## src/rtl/digit_renderer.sv

```systemverilog
// Purpose: maps VGA (x,y) plus a packed BCD string to font-ROM row addresses and per-pixel on/off.
// Latency: fixed 3 cycles from an x_px/y_px sample to pixel_on; rom_addr is issued 1 cycle after the sample.
// Backpressure: none; streams one pixel per clock with no stall path (optional blink: DIGIT_BLINK_EN).
module digit_renderer #(
  parameter int ADDR_W     = 6,
  parameter int FONT_W     = 3,
  parameter int FONT_H     = 5,
  parameter int NUM_DIGITS = 6,
  parameter int BLOCK_LOG2 = 4,
  parameter int GAP_BITS   = 1,
  parameter int X0         = 40,
  parameter int Y0         = 200
) (
  input  logic                    clk,
  input  logic                    reset,
  input  logic [9:0]              x_px,
  input  logic [9:0]              y_px,
  input  logic                    activevideo,
  input  logic [4*NUM_DIGITS-1:0] digits,
  input  logic                    frame_tick,
  input  logic [NUM_DIGITS-1:0]   blink_mask,
  output logic [ADDR_W-1:0]       rom_addr,
  input  logic [FONT_W-1:0]       rom_dout,
  output logic                    pixel_on
);

  localparam int CELL  = FONT_W + GAP_BITS;
  localparam int SUB_W = (BLOCK_LOG2 > 0) ? BLOCK_LOG2 : 1;
  // One spare bit so FONT_W itself is always representable for the glyph/gap compare.
  localparam int COL_W = $clog2(CELL + 1);
  localparam int DIG_W = (NUM_DIGITS > 1) ? $clog2(NUM_DIGITS) : 1;
  localparam int BS_W  = (FONT_W > 1) ? $clog2(FONT_W) : 1;

  localparam logic [SUB_W-1:0] SUB_MAX = SUB_W'((1 << BLOCK_LOG2) - 1);
  localparam logic [COL_W-1:0] COL_MAX = COL_W'(CELL - 1);
  localparam logic [COL_W-1:0] GLYPH_W = COL_W'(FONT_W);
  localparam logic [DIG_W-1:0] DIG_MAX = DIG_W'(NUM_DIGITS - 1);
  localparam logic [9:0]       X0_C    = 10'(X0);
  localparam logic [9:0]       Y0_C    = 10'(Y0);
  localparam logic [9:0]       Y_END   = 10'(Y0 + (FONT_H << BLOCK_LOG2));

  typedef struct packed {
    logic            hit;
    logic [BS_W-1:0] bitsel;
  } stage_t;

  logic [SUB_W-1:0]  sub_cnt;
  logic [COL_W-1:0]  col_cnt;
  logic [DIG_W-1:0]  dig_cnt;
  logic              running;
  stage_t            s1;
  stage_t            s2;

  logic              start_c;
  logic              run_c;
  logic [SUB_W-1:0]  cur_sub;
  logic [COL_W-1:0]  cur_col;
  logic [DIG_W-1:0]  cur_dig;
  logic              sub_wrap;
  logic              col_wrap;
  logic              dig_wrap;
  logic [3:0]        dig_val;
  logic              in_rows;
  logic              digit_ok;
  logic              blank_c;
  logic [ADDR_W-1:0] row_c;
  logic [ADDR_W-1:0] addr_c;
  stage_t            s1_c;

`ifdef DIGIT_BLINK_EN
  logic [5:0] frame_cnt;

  // Free-running frame counter; its MSB toggles every 32 frames to gate blinking digits.
  always_ff @(posedge clk) begin
    if (reset) begin
      frame_cnt <= '0;
    end else if (frame_tick) begin
      frame_cnt <= frame_cnt + 6'd1;
    end
  end

  assign blank_c = blink_mask[cur_dig] && frame_cnt[5];
`else
  logic unused_blink;
  assign unused_blink = ^{frame_tick, blink_mask};
  assign blank_c      = 1'b0;
`endif

  // Current-pixel position within the string; the X0 pixel itself sees cleared counters.
  always_comb begin
    start_c  = activevideo && (x_px == X0_C);
    cur_sub  = start_c ? '0 : sub_cnt;
    cur_col  = start_c ? '0 : col_cnt;
    cur_dig  = start_c ? '0 : dig_cnt;
    run_c    = activevideo && (start_c || running);
    sub_wrap = (cur_sub == SUB_MAX);
    col_wrap = sub_wrap && (cur_col == COL_MAX);
    dig_wrap = col_wrap && (cur_dig == DIG_MAX);
    dig_val  = digits[{cur_dig, 2'b00} +: 4];
    in_rows  = (y_px >= Y0_C) && (y_px < Y_END);
    row_c    = ADDR_W'((y_px - Y0_C) >> BLOCK_LOG2);
    digit_ok = (dig_val <= 4'd9);
    addr_c   = digit_ok ? (ADDR_W'(dig_val) * ADDR_W'(FONT_H) + row_c) : '0;
    s1_c.hit    = run_c && in_rows && (cur_col < GLYPH_W) && digit_ok && !blank_c;
    // MSB of the ROM row is the leftmost glyph column.
    s1_c.bitsel = BS_W'(FONT_W - 1) - BS_W'(cur_col);
  end

  // Sub-pixel / column / digit counters replace any divide by the cell width.
  always_ff @(posedge clk) begin
    if (reset) begin
      sub_cnt <= '0;
      col_cnt <= '0;
      dig_cnt <= '0;
      running <= 1'b0;
    end else if (run_c) begin
      sub_cnt <= sub_wrap ? '0 : cur_sub + 1'b1;
      col_cnt <= col_wrap ? '0 : (sub_wrap ? cur_col + 1'b1 : cur_col);
      dig_cnt <= dig_wrap ? '0 : (col_wrap ? cur_dig + 1'b1 : cur_dig);
      running <= !dig_wrap;
    end else begin
      running <= 1'b0;
    end
  end

  // Three-stage pipeline: address issue, ROM access alignment, bit select.
  always_ff @(posedge clk) begin
    if (reset) begin
      rom_addr <= '0;
      s1       <= '0;
      s2       <= '0;
      pixel_on <= 1'b0;
    end else begin
      rom_addr <= addr_c;
      s1       <= s1_c;
      s2       <= s1;
      pixel_on <= s2.hit && rom_dout[s2.bitsel];
    end
  end

endmodule

```

## config.mk

```make
export PLATFORM = sky130hd
export DESIGN_NAME = digit_renderer
export DESIGN_NICKNAME = d
export VERILOG_FILES = /design/src/rtl/digit_renderer.sv
export SDC_FILE = /design/constraint.sdc
export NUM_CORES = 1
export LEC_CHECK = 0
export CORE_ASPECT_RATIO = 2
export CORE_MARGIN = 3
export CORE_UTILIZATION = 25
export CTS_BUF_LIST = sky130_fd_sc_hd__clkbuf_8
export CTS_CLUSTER_DIAMETER = 60
export DETAILED_ROUTE_END_ITERATION = 12
export PLACE_DENSITY_LB_ADDON = 0.1
export REMOVE_ABC_BUFFERS = 1
export SLEW_MARGIN = 20
export SYNTH_ARGS = -nofsm -noshare
export SYNTH_HDL_FRONTEND = slang
export SYNTH_SLANG_ARGS = --single-unit
```

## constraint.sdc

```tcl
create_clock -name clk -period 5 [get_ports clk]
set_input_delay 0.75 -clock clk [delete_from_list [all_inputs] [get_ports clk]]
set_output_delay 0.75 -clock clk [all_outputs]
set_load 0.01 [all_outputs]
```

After elaboration in Yosys (flattened, before gate mapping)
Index checks and enable logic that the tools add are counted.
{"block": "word_totals", "mem_bits_ro": 0, "ramBits": 0, "latchBits": 0, "in_bits": 57, "mem_count": 0, "out_inout_bits": 7, "reg_bits": 24, "wordCells": 52}
{"block": "classes", "magnitude_cmp": 5, "shift": 1, "bitwise": 2, "mux": 10, "n_eq_ne": 4, "add_sub_neg": 6, "n_reduce_logical": 13, "div_mod_pow": 0, "n_mul": 1}
{"operator": "$shiftx 24x6->4", "n": 1}
{"operator": "$mux 3", "n": 6}
{"operator": "$eq 10x6->1 const B", "n": 1}
{"operator": "$ge 10x8->1 const B", "n": 1}
{"operator": "$lt 10x9->1 const B", "n": 1}
{"operator": "$sub 10x8->10 const B", "n": 1}
{"operator": "$logic_and 1x1->1", "n": 9}
{"operator": "$mux 4", "n": 2}
{"operator": "$add 3x1->3 const B", "n": 2}
{"operator": "$add 6x6->6", "n": 1}
{"operator": "$mul 4x3->6 const B", "n": 1}
{"operator": "$add 4x1->4 const B", "n": 1}
{"operator": "$eq 4x4->1 const B", "n": 1}
{"operator": "$le 4x4->1 const B", "n": 1}
{"operator": "$reduce_or 2->1", "n": 2}
{"operator": "$eq 3x2->1 const B", "n": 1}
{"operator": "$eq 3x3->1 const B", "n": 1}
{"operator": "$lt 2x3->1 const B", "n": 1}
{"operator": "$lt 3x2->1 const B", "n": 1}
{"operator": "$bmux 1 s2", "n": 1}
{"operator": "$not 1->1", "n": 2}
{"operator": "$sub 2x2->2 const A", "n": 1}
{"operator": "$logic_not 1->1", "n": 1}
{"operator": "$logic_or 1x1->1", "n": 1}
{"operator": "$mux 1", "n": 1}

Longest topological paths before layout
Gate-level depths: netlist of run 1.
{"block": "depth", "word_depth": 7, "ltp_mapped": 16}

Least setup slack after synthesis of run 1
Ideal clock, no wire load.
{"block": "synth_path", "kind": "input to register", "startpoint": "in x_px[6]", "endpoint": "reg rom_addr[5]", "path_slack_ns": 1.039, "t_required_ns": 4.929, "arrival_time_ns": 3.891, "path_buffers": 1, "setup_ns": 0.071, "cell_stages": 16, "cell_sequence": "nor4b_2 > nand3_2 > clkbuf_1 > nand3_1 > o221ai_1 > o21ai_1 > ha_1 > inv_1 > fa_1 > inv_1 > ha_1 > a21o_1 > a21oi_1 > xnor3_1 > or3_1 > a21oi_1"}
{"block": "synth_via", "elab_chain_len": 7}
{"item": "start: declaration", "line_no": "16", "rtl": "input logic [9:0] x_px,"}
{"item": "$eq 10x6->1 *", "line_no": "91", "rtl": "start_c = activevideo && (x_px == X0_C);"}
{"item": "$logic_and 1x1->1 *", "line_no": "91"}
{"item": "$mux 3 *", "line_no": "94", "rtl": "cur_dig = start_c ? '0 : dig_cnt;"}
{"item": "$shiftx 24x6->4 *", "line_no": "99", "rtl": "dig_val = digits[{cur_dig, 2'b00} +: 4];"}
{"item": "branches (longest 3 deep; another with $mul 4x3->6)"}
{"item": "end signal: assignment", "line_no": "134", "rtl": "rom_addr <= addr_c;"}
{"item": "end: declaration", "line_no": "22", "rtl": "output logic [ADDR_W-1:0] rom_addr,"}
Every way passes the cells marked *.
A chain may end at the register's enable or synchronous reset.

Final worst setup path of run 1
{"block": "layout_path", "startpoint": "in digits[1]", "endpoint": "reg rom_addr[5]"}
{"block": "layout_via", "elab_chain_len": 4}
{"item": "start: declaration", "line_no": "19", "rtl": "input logic [4*NUM_DIGITS-1:0] digits,"}
{"item": "$shiftx 24x6->4 *", "line_no": "99"}
{"item": "branches (longest 3 deep; another with $mul 4x3->6)"}
Marked as above.

==> results of run 1 <==
cells by family after synthesis:
group	synth area share, %
adders and majority gates	13.9
and+or+nand+nor	22.4
muxes	9.78
DFF	25.7
buffers and inverters	5.83
AOI/OAI and AO/OA	17.9
xor gates and xnor gates	4.49
synth_stat cells (all sizes together):
cell,n,share of area (%)
clkbuf,3,0.60
nor4b,4,2.5
xnor3,1,1.2
nand3,6,1.9
a211oi,3,1.2
o21a,2,0.80
dfxtp,24,26
nor3b,4,2.7
nor2b,6,2.0
mux4,2,2.4
a2bb2o,1,0.54
o21ba,1,0.54
mux2,2,1.2
inv,18,3.6
or3,2,0.67
o211a,1,0.54
nand4,1,0.34
a2111oi,1,0.80
or4,1,0.40
buf,5,1.6
o221ai,2,0.94
nor4,2,0.67
nor2,9,1.8
and2,6,2.0
o22ai,1,0.34
o2bb2ai,1,0.47
a21oi,14,3.8
o21ai,11,3.1
a21o,3,1.2
a22o,2,0.94
a31oi,2,0.67
mux2i,9,6.2
nand2b,2,0.67
o2111ai,1,0.47
and3b,1,0.47
ha,16,11
nand2,10,2.0
and3,3,1.0
fa,3,3.2
xnor2,2,0.94
a22oi,2,1.5
nor3,9,3.2
xor2,5,2.3
power groups by stage:
| stage | Combinational [mW] | Sequential [mW] | Clock [mW] |
|---|---|---|---|
| CTS | 0.163 | 0.202 | 0.178 |
| global placement | 0.162 | 0.206 | 0 |
| detailed placement | 0.162 | 0.206 | 0 |
| global route | 0.177 | 0.202 | 0.186 |
| finish | 0.159 | 0.201 | 0.172 |
| floorplan | 0.0735 | 0.210 | 0 |
placed cells by master, fill, tap and decap left out, types with 4 or more instances in the layout:
| cell | instances |
|---|---|
| clkdlybuf4s50_1 | 56 |
| dfxtp_1 | 24 |
| inv_1 | 18 |
| ha_1 | 16 |
| a21oi_1 | 14 |
| nand2_1 | 10 |
| nor2_1 | 9 |
| mux2i_1 | 7 |
| and2_1 | 6 |
| o21ai_1 | 6 |
| nor2b_1 | 6 |
| nor3_1 | 6 |
| nand3_1 | 5 |
| xor2_1 | 5 |
| buf_4 | 5 |
| nor3b_2 | 4 |
| o21ai_0 | 4 |
worst max-delay path, cell delays in order:
cell and delay, ns:
clkdlybuf4s50_1 0.45, mux4_2 0.46, a22o_1 0.27, mux2i_4 0.21
inv_1 0.11, ha_1 0.30, inv_1 0.05, fa_1 0.52
inv_1 0.05, ha_1 0.33, a21o_1 0.21, a21oi_1 0.16
xnor3_1 0.27, or3_1 0.32, a21oi_1 0.16
final timing paths:
path,to,depth (start not counted)
worst max-delay path,rom_addr[5],15
worst min-delay path,s2[1],1
worst max register to register,rom_addr[5],14
worst min register to register,s2[1],1
per-stage QoR:
step,util [%],hold WS (ns),total power [mW],instances
2_1_floorplan,-,0.414,0.284,196
3_3_place_gp,35.0,0.417,0.368,349
3_5_place_dp,35.0,0.426,0.369,349
4_1_cts,35.9,0.449,0.543,353
5_1_grt,35.9,0.461,0.565,353
6_report,35.9,0.443,0.532,353
layout make-up:
class                   instances  area share [%]
well taps                      92            4.41
clock inverters                 1            1.15
clock buffers                   3            1.58
repair buffers                 61            22.9
multi-input cells             154            49.0
flip-flops and latches         24            18.4
inverters                      18            2.59
flip-flops by register name, indices dropped and copies added (netlist names):
signal / cells
running: 1
s1: 3
pixel_on: 1
dig_cnt: 3
rom_addr: 6
col_cnt: 3
s2: 3
sub_cnt: 4
metal layers:
metal / GRT usage [%] / up-vias / part of all wire (%)
li1: - / 851 / -
met1: 12.1 / 780 / 34
met2: 24.5 / 34 / 61
met3: 1.40 / 4 / 3.4
met4: 3.11 / 0 / 0.82
met5: 0 / - / 0
==> impl_metrics.yaml, run 1 <==
global_route:
  antenna_found_initial: 0
  grt_first_pass_wirelength_um: 7960
  grt_usage_pct: 12.1
  grt_max_degree: 25
  grt_pass1_vias: 1634
  grt-ovfl-total: 0
pwr:
  p_per_area_nw_per_um2: 204
  peakVddDrop_uv: 110
  p_leak_nw: 1.04
  power_frac_comb_pct: 29.8
  pwr-share-seq_pct: 37.9
  sw_frac_of_total_pct: 25.1
  pwr-share-clk_pct: 32.3
  p_switching_mw: 0.133
  p_int_mw: 0.398
detailed_routing:
  via_per_inst: 4.73
  dr.pass1.iters: 4
  drtIter0Drc: 30
  vias: 1669
  ant_nets: 0
  wl_per_cell_um: 13.7
  routed_wl_um: 4850
  drc: 0
placed_design:
  place_ws_ns: 0.205
  routabilityCongestion: 0.775
  placed_area_um2: 2540
  dpl.hpwl_um: 4160
  io_buffers: 56
timing:
  tns_ns: 0
  rsz0062_at_grt: "no"
  relSlewSlack_pct: 37.2
  slew_viol_final: 0
  hold_violations: 0
  fin_worst_skew_ns: 0.00134
  finalCriticalPeriod_ns: 4.46
  tightest_slew_ns: 0.938
  setup_viol: 0
  fin_crit_sh_pct: 89.2
  clock.fmax_mhz: 224
  setup_ws_ns: 0.542
run_status:
  status: "completed"
synth:
  netlist_instances: 204
  yosysSeqAreaShare_pct: 25.7
  yosysWarningCount: 0
  syn_area_per_cell_um2: 9.16
  ys_types: 52
  netlist_area_um2: 1870
  yosys_register_bits: 24
clocking:
  clk_path_buf_depth: 2
  cts_setup_buffers: 0
  htreeDepth: 1
  cts_tree: "done"
  clk_pin_slew_worst_paths_ns: 0.09
  cts.sinks: 24
  ctsHoldBuffers: 0
  post_cts_resized: 0
  root_buffer: "clkbuf_8"
  cts-buffers-inserted: 3
  clk_latency_ns: 0.27
worst_setup_path:
  cp_max_fo: 3
  critPathLaunch: "digits[1]"
  critPathCaptureType: "flip-flop"
  critical_path_class: "in -> reg"
  r2r_start: "dig_cnt[0]"
  worst_ep_required_time_ns: 5.18
  start_kind: "input pin"
  crit_arrival_ns: 4.63
  r2r_setup_slack_ns: 0.86
floorplan:
  num_rows: 44
  dieWidth_um: 67.1
  fp.dieH_um: 128
  start_util_pct: 25.7
  ios: 64
  fp.dieArea_um2: 8610
  core_area_um2: 7270
cells_and_area:
  regArea_um2: 480
  stdcell_area_um2: 2610
  diodes: 0
  fin_nets: 338
  multi_input_area_um2: 1280
  fillers: 797
  drive_above_1_share_pct: 10.7
  area_delta_synth_final_pct: 39.8
worst_hold_path:
  worstHoldStart: "s1[1]"
  hold_class: "reg -> reg"
job:
  cap_violations: 0
No activity file was read; power rests on OpenSTA's default activity.
==> run 2, diff against run 1 <==
--- a/config.mk
+++ b/config.mk
@@ -11,9 +11,9 @@
 export CTS_BUF_LIST = sky130_fd_sc_hd__clkbuf_8
 export CTS_CLUSTER_DIAMETER = 60
 export DETAILED_ROUTE_END_ITERATION = 12
+export GPL_TIMING_DRIVEN = 0
 export PLACE_DENSITY_LB_ADDON = 0.1
 export REMOVE_ABC_BUFFERS = 1
-export SLEW_MARGIN = 20
 export SYNTH_ARGS = -nofsm -noshare
 export SYNTH_HDL_FRONTEND = slang
 export SYNTH_SLANG_ARGS = --single-unit
==> constraint.sdc (replaced) <==
create_clock -name clk -period 5 [get_ports clk]
set_input_delay 0.75 -clock clk [delete_from_list [all_inputs] [get_ports clk]]
set_output_delay 0.75 -clock clk [all_outputs]
set_load 0.05 [all_outputs]
==> run 2 against run 1 <==
  * Critical endpoint unchanged
  * Combinational power up 14%
  * Critical path depth did not move
  * Sequential power hardly changed
  * Register-to-register slack worse by 0.20 ns
  * Non-clock buffer count fell by 5
  * Hold slack got worse by 0.00091 ns
  * Core utilization fell by 0.36 points
  * Highest routed layer unchanged
  * Total power increased by 4.2%
  * First-iteration DRC count decreased by 10%
==> impl_metrics.yaml, run 2 (synthesis gave the netlist of run 1 again) <==
floorplan:
  fp.dieH_um: 128
  core_area_um2: 7270
  num_rows: 44
  fp.dieArea_um2: 8610
  ios: 64
  start_util_pct: 25.7
  dieWidth_um: 67.1
worst_setup_path:
  critical_path_class: "in -> reg"
  path_buf_inv: 3
  critPathCaptureType: "flip-flop"
  cp_num_cells: 15
  worst_ep_required_time_ns: 5.18
  r2r_setup_slack_ns: 0.66
  reg2reg_to: "rom_addr[5]"
  slowest_stage: "clkdlybuf4s50_1"
  cp_cell_sequence: "clkdlybuf4s50_1 > nor3b_2 > and3_1 > nor2_1 > o21ai_2 > ha_1 > inv_1 > fa_1 > inv_1 > ha_1 > a21o_1 > a21oi_1 > xnor3_1 > or3_1 > a21oi_1"
  crit_arrival_ns: 4.86
  r2r_start: "dig_cnt[0]"
  max_stage_delay_ns: 0.65
  ff2ff_path_depth: 14
  start_kind: "input pin"
  cp_max_fo: 14
  path_delay_family: "simple AND/OR/NAND/NOR gates"
cells_and_area:
  largest_register_ffs: 6
  regArea_um2: 480
  fin_nets: 333
  drive_above_1_share_pct: 9.38
  top_regs: "rom_addr: 6 flops, sub_cnt: 4 flops"
  fillers: 789
  multi_input_area_um2: 1290
  top_register: "rom_addr"
  final_cell_mix: "56 x clkdlybuf4s50_1, 24 x dfxtp_1, 18 x inv_1, 16 x ha_1, 14 x a21oi_1"
  area_delta_synth_final_pct: 38.4
  layout_commonest_cell: "clkdlybuf4s50_1"
  diodes: 0
detailed_routing:
  vias: 1652
  ant_nets: 0
  drc: 0
  wl_per_cell_um: 13.9
  via_per_inst: 4.75
  dr.pass1.iters: 4
  routed_wl_um: 4850
  drtIter0Drc: 27
clocking:
  clk_latency_ns: 0.27
  htreeDepth: 1
  root_buffer: "clkbuf_8"
  cts_tree: "done"
  cts.sinks: 24
  clk_pin_slew_worst_paths_ns: 0.09
  ctsHoldBuffers: 0
  cts-buffers-inserted: 3
  clk_path_buf_depth: 2
  cts_setup_buffers: 0
placed_design:
  io_buffers: 56
  place_ws_ns: -0.207
  routabilityCongestion: 0.782
  dpl.hpwl_um: 4060
pwr:
  pwr-share-clk_pct: 30.9
  p_switching_mw: 0.156
  p_leak_nw: 1.01
  p_int_mw: 0.398
  pwr-share-seq_pct: 36.3
  sw_frac_of_total_pct: 28.1
  peakVddDrop_uv: 85.6
  p_per_area_nw_per_um2: 214
  power_frac_comb_pct: 32.8
global_route:
  grt_max_degree: 25
  antenna_found_initial: 0
  grt_usage_pct: 11.8
  grt_first_pass_wirelength_um: 7850
  grt_pass1_vias: 1709
  grt-ovfl-total: 0
timing:
  slew_viol_final: 0
  setup_ws_ns: 0.321
  rsz0062_at_grt: "no"
  tightest_slew_ns: 0.973
  finalCriticalPeriod_ns: 4.68
  fin_crit_sh_pct: 93.6
  setup_viol: 0
  tns_ns: 0
  clock.fmax_mhz: 214
  worst_hold_slack_ns: 0.442
  relSlewSlack_pct: 35.0
  hold_violations: 0
  fin_worst_skew_ns: 0.00860
worst_hold_path:
  worstHoldStart: "s1[1]"
  holdPathStages: 1
  hold_class: "reg -> reg"
  min_to: "s2[1]"
run_status:
  status: "completed"
job:
  cap_violations: 0
run 2: cell count changes in the layout (fill, tap and decap cells not counted), sizes merged:
| cell | before | now |
|---|---|---|
| buf | 5 | 0 |
run 2: worst max-delay path by stage:
| stage | endpoint | from |
|---|---|---|
| 2_1_floorplan | rom_addr[5] | x_px[6] |
| 3_3_place_gp | rom_addr[5] | activevideo |
| 3_5_place_dp | rom_addr[5] | activevideo |
| 4_1_cts | rom_addr[5] | activevideo |
| 5_1_grt | rom_addr[5] | activevideo |
| 6_report | rom_addr[5] | activevideo |
run 2: per-stage QoR:
stage          utilization [%]  area, um2  power (mW)  cells
2_1_floorplan                -       1830       0.306    196
6_report                  35.6       2580       0.554    348
3_3_place_gp              34.4       2500       0.390    344
5_1_grt                   35.6       2580       0.582    348
3_5_place_dp              34.4       2500       0.392    344
4_1_cts                   35.4       2570       0.564    348
run 2: timing repair:
action | in CTS | in global routing
resized for setup | 0 | 2
endpoints found under the hold margin | 0 | 0
setup endpoints to repair | 0 | 1
run 2: area by class of cell:
class                           instances  area share [%]
Timing Repair Buffer                   56            21.7
Inverter                               18            2.61
Multi-Input combinational cell        154            49.9
Clock inverter                          1            1.16
Clock buffer                            3            1.60
Sequential cell                        24            18.6
Tap cell                               92            4.45
run 2: per-layer routing:
metal  track usage (%)  part of all wire (%)  vias up
met5                 0                     0        -
met4              2.51                  0.60        0
met3              1.23                   3.3        2
met2              24.7                    62       34
met1              11.6                    34      778
li1                  -                     -      838
run 2: power by group through the flow:
stage / Clock, mW / Sequential [mW] / Combinational, mW
final: 0.171 / 0.201 / 0.182
after global routing: 0.181 / 0.202 / 0.199
after CTS: 0.176 / 0.202 / 0.187
after detailed placement: 0 / 0.206 / 0.186
after global placement: 0 / 0.206 / 0.184
after floorplan: 0 / 0.233 / 0.0735
==> run 3, diff against run 2 <==
--- a/config.mk
+++ b/config.mk
@@ -7,7 +7,7 @@
 export LEC_CHECK = 0
 export CORE_ASPECT_RATIO = 2
 export CORE_MARGIN = 3
-export CORE_UTILIZATION = 25
+export CORE_UTILIZATION = 47
 export CTS_BUF_LIST = sky130_fd_sc_hd__clkbuf_8
 export CTS_CLUSTER_DIAMETER = 60
 export DETAILED_ROUTE_END_ITERATION = 12
==> run 3 against run 2 <==
  * Wire length is 17% lower
  * Non-clock buffer count unchanged
  * Worst setup slack improved by 0.066 ns
  * Sequential power barely moved
  * Clock-buffer cell count unchanged
  * Via count rose by 0.30%
==> impl_metrics.yaml, run 3 (synthesis gave the netlist of run 1 again) <==
run_status:
  status: "completed"
cells_and_area:
  diodes: 0
  top_register: "rom_addr"
  drive_above_1_share_pct: 8.63
  final_cell_mix: "56 x clkdlybuf4s50_1, 24 x dfxtp_1, 18 x inv_1, 16 x ha_1, 14 x a21oi_1"
  fin_nets: 333
  area_delta_synth_final_pct: 33.3
  stdcell_area_um2: 2490
  largest_register_ffs: 6
  final_cells: 304
  finish.utilization_pct: 66.9
  top_regs: "rom_addr: 6 flops, sub_cnt: 4 flops"
  layout_commonest_cell: "clkdlybuf4s50_1"
global_route:
  antenna_found_initial: 0
  grt_usage_pct: 18.2
  grt_first_pass_wirelength_um: 6890
  grt-ovfl-total: 0
  grt_pass1_vias: 1675
  grt_max_degree: 25
worst_setup_path:
  start_kind: "input pin"
  critical_path_class: "in -> reg"
  worst_ep_required_time_ns: 5.17
  r2r_setup_slack_ns: 0.76
  critPathCaptureType: "flip-flop"
  crit_arrival_ns: 4.78
  path_buf_inv: 3
  path_delay_family: "compound AO/OA/AOI/OAI gates"
  cp_max_fo: 16
  slowest_stage: "clkdlybuf4s50_1"
  cp_cell_sequence: "clkdlybuf4s50_1 > nor3b_2 > nand3_2 > a31oi_1 > o221ai_1 > o21ai_1 > ha_1 > inv_1 > fa_1 > inv_1 > ha_1 > a21o_1 > a21oi_1 > xnor3_1 > or3_1 > a21oi_1"
  max_stage_delay_ns: 0.63
detailed_routing:
  routed_wl_um: 4020
  vias: 1657
  dr.pass1.iters: 4
  drc: 0
  ant_nets: 0
  drtIter0Drc: 29
  wl_per_cell_um: 13.2
  via_per_inst: 5.45
clocking:
  cts_setup_buffers: 0
  clk_latency_ns: 0.26
  ctsHoldBuffers: 0
  cts_tree: "done"
  cts-buffers-inserted: 3
  post_cts_resized: 0
  root_buffer: "clkbuf_8"
  clk_pin_slew_worst_paths_ns: 0.07
  clk_path_buf_depth: 2
  cts.sinks: 24
  htreeDepth: 1
timing:
  fin_worst_skew_ns: 0.00112
  slew_viol_final: 0
  relSlewSlack_pct: 39.3
  setup_viol: 0
  clock.fmax_mhz: 217
  worst_hold_slack_ns: 0.439
  finalCriticalPeriod_ns: 4.61
  rsz0062_at_grt: "no"
  tightest_slew_ns: 0.908
  hold_violations: 0
  tns_ns: 0
  fin_crit_sh_pct: 92.3
floorplan:
  fp.dieH_um: 95.2
  dieWidth_um: 50.6
  fp.dieArea_um2: 4810
  core_area_um2: 3720
  start_util_pct: 50.2
  num_rows: 31
  ios: 64
pwr:
  p_per_area_nw_per_um2: 194
  p_leak_nw: 0.998
  peakVddDrop_uv: 150
job:
  cap_violations: 0
placed_design:
  io_buffers: 56
  placedCellCount: 301
  dpl.hpwl_um: 3370
  routabilityCongestion: 0.818
  placed_area_um2: 2450
worst_hold_path:
  hold_class: "reg -> reg"
-- run 3: cell types whose count changed in the layout (fill, tap and decap cells not counted), sizes merged --
| cell | before | now |
|---|---|---|
| bufinv | 1 | 0 |
-- run 3: layer usage --
metal | global-route usage (%) | routed length (um) | up-vias | share of wire [%]
li1 | - | - | 837 | -
met1 | 17.6 | 1380 | 781 | 34
met2 | 38.3 | 2460 | 35 | 61
met3 | 1.41 | 132 | 4 | 3.3
met4 | 5.84 | 44 | 0 | 1.1
met5 | 0 | 0 | - | 0
-- run 3: layout make-up --
type	instances	area (um2)
Multi-Input combinational cell	154	1280
Fill cell	354	1230
Timing Repair Buffer	56	561
Sequential cell	24	480
Inverter	18	67.6
Tap cell	49	61.3
Clock buffer	3	41.3
-- run 3: report_power, final --
part / internal, mW / switching [mW] / leakage, nW
clock: 0.0537 / 0.0529 / 0.0216
combinational: 0.0910 / 0.0834 / 0.781
sequential: 0.199 / 0.00204 / 0.195
total: 0.344 / 0.138 / 0.998
-- run 3: stage by stage --
step           setup slack (ns)  total power, mW
2_1_floorplan              1.02            0.306
3_3_place_gp             0.0996            0.380
3_5_place_dp             0.0543            0.383
4_1_cts                   0.326            0.490
5_1_grt                  0.0753            0.512
6_report                  0.386            0.482
-- run 3: final timing paths --
check,start,endpoint,cells after the start
min,s1[1],s2[1],1
max reg2reg,dig_cnt[0],rom_addr[5],14
min reg2reg,s1[1],s2[1],1
max,activevideo,rom_addr[5],16
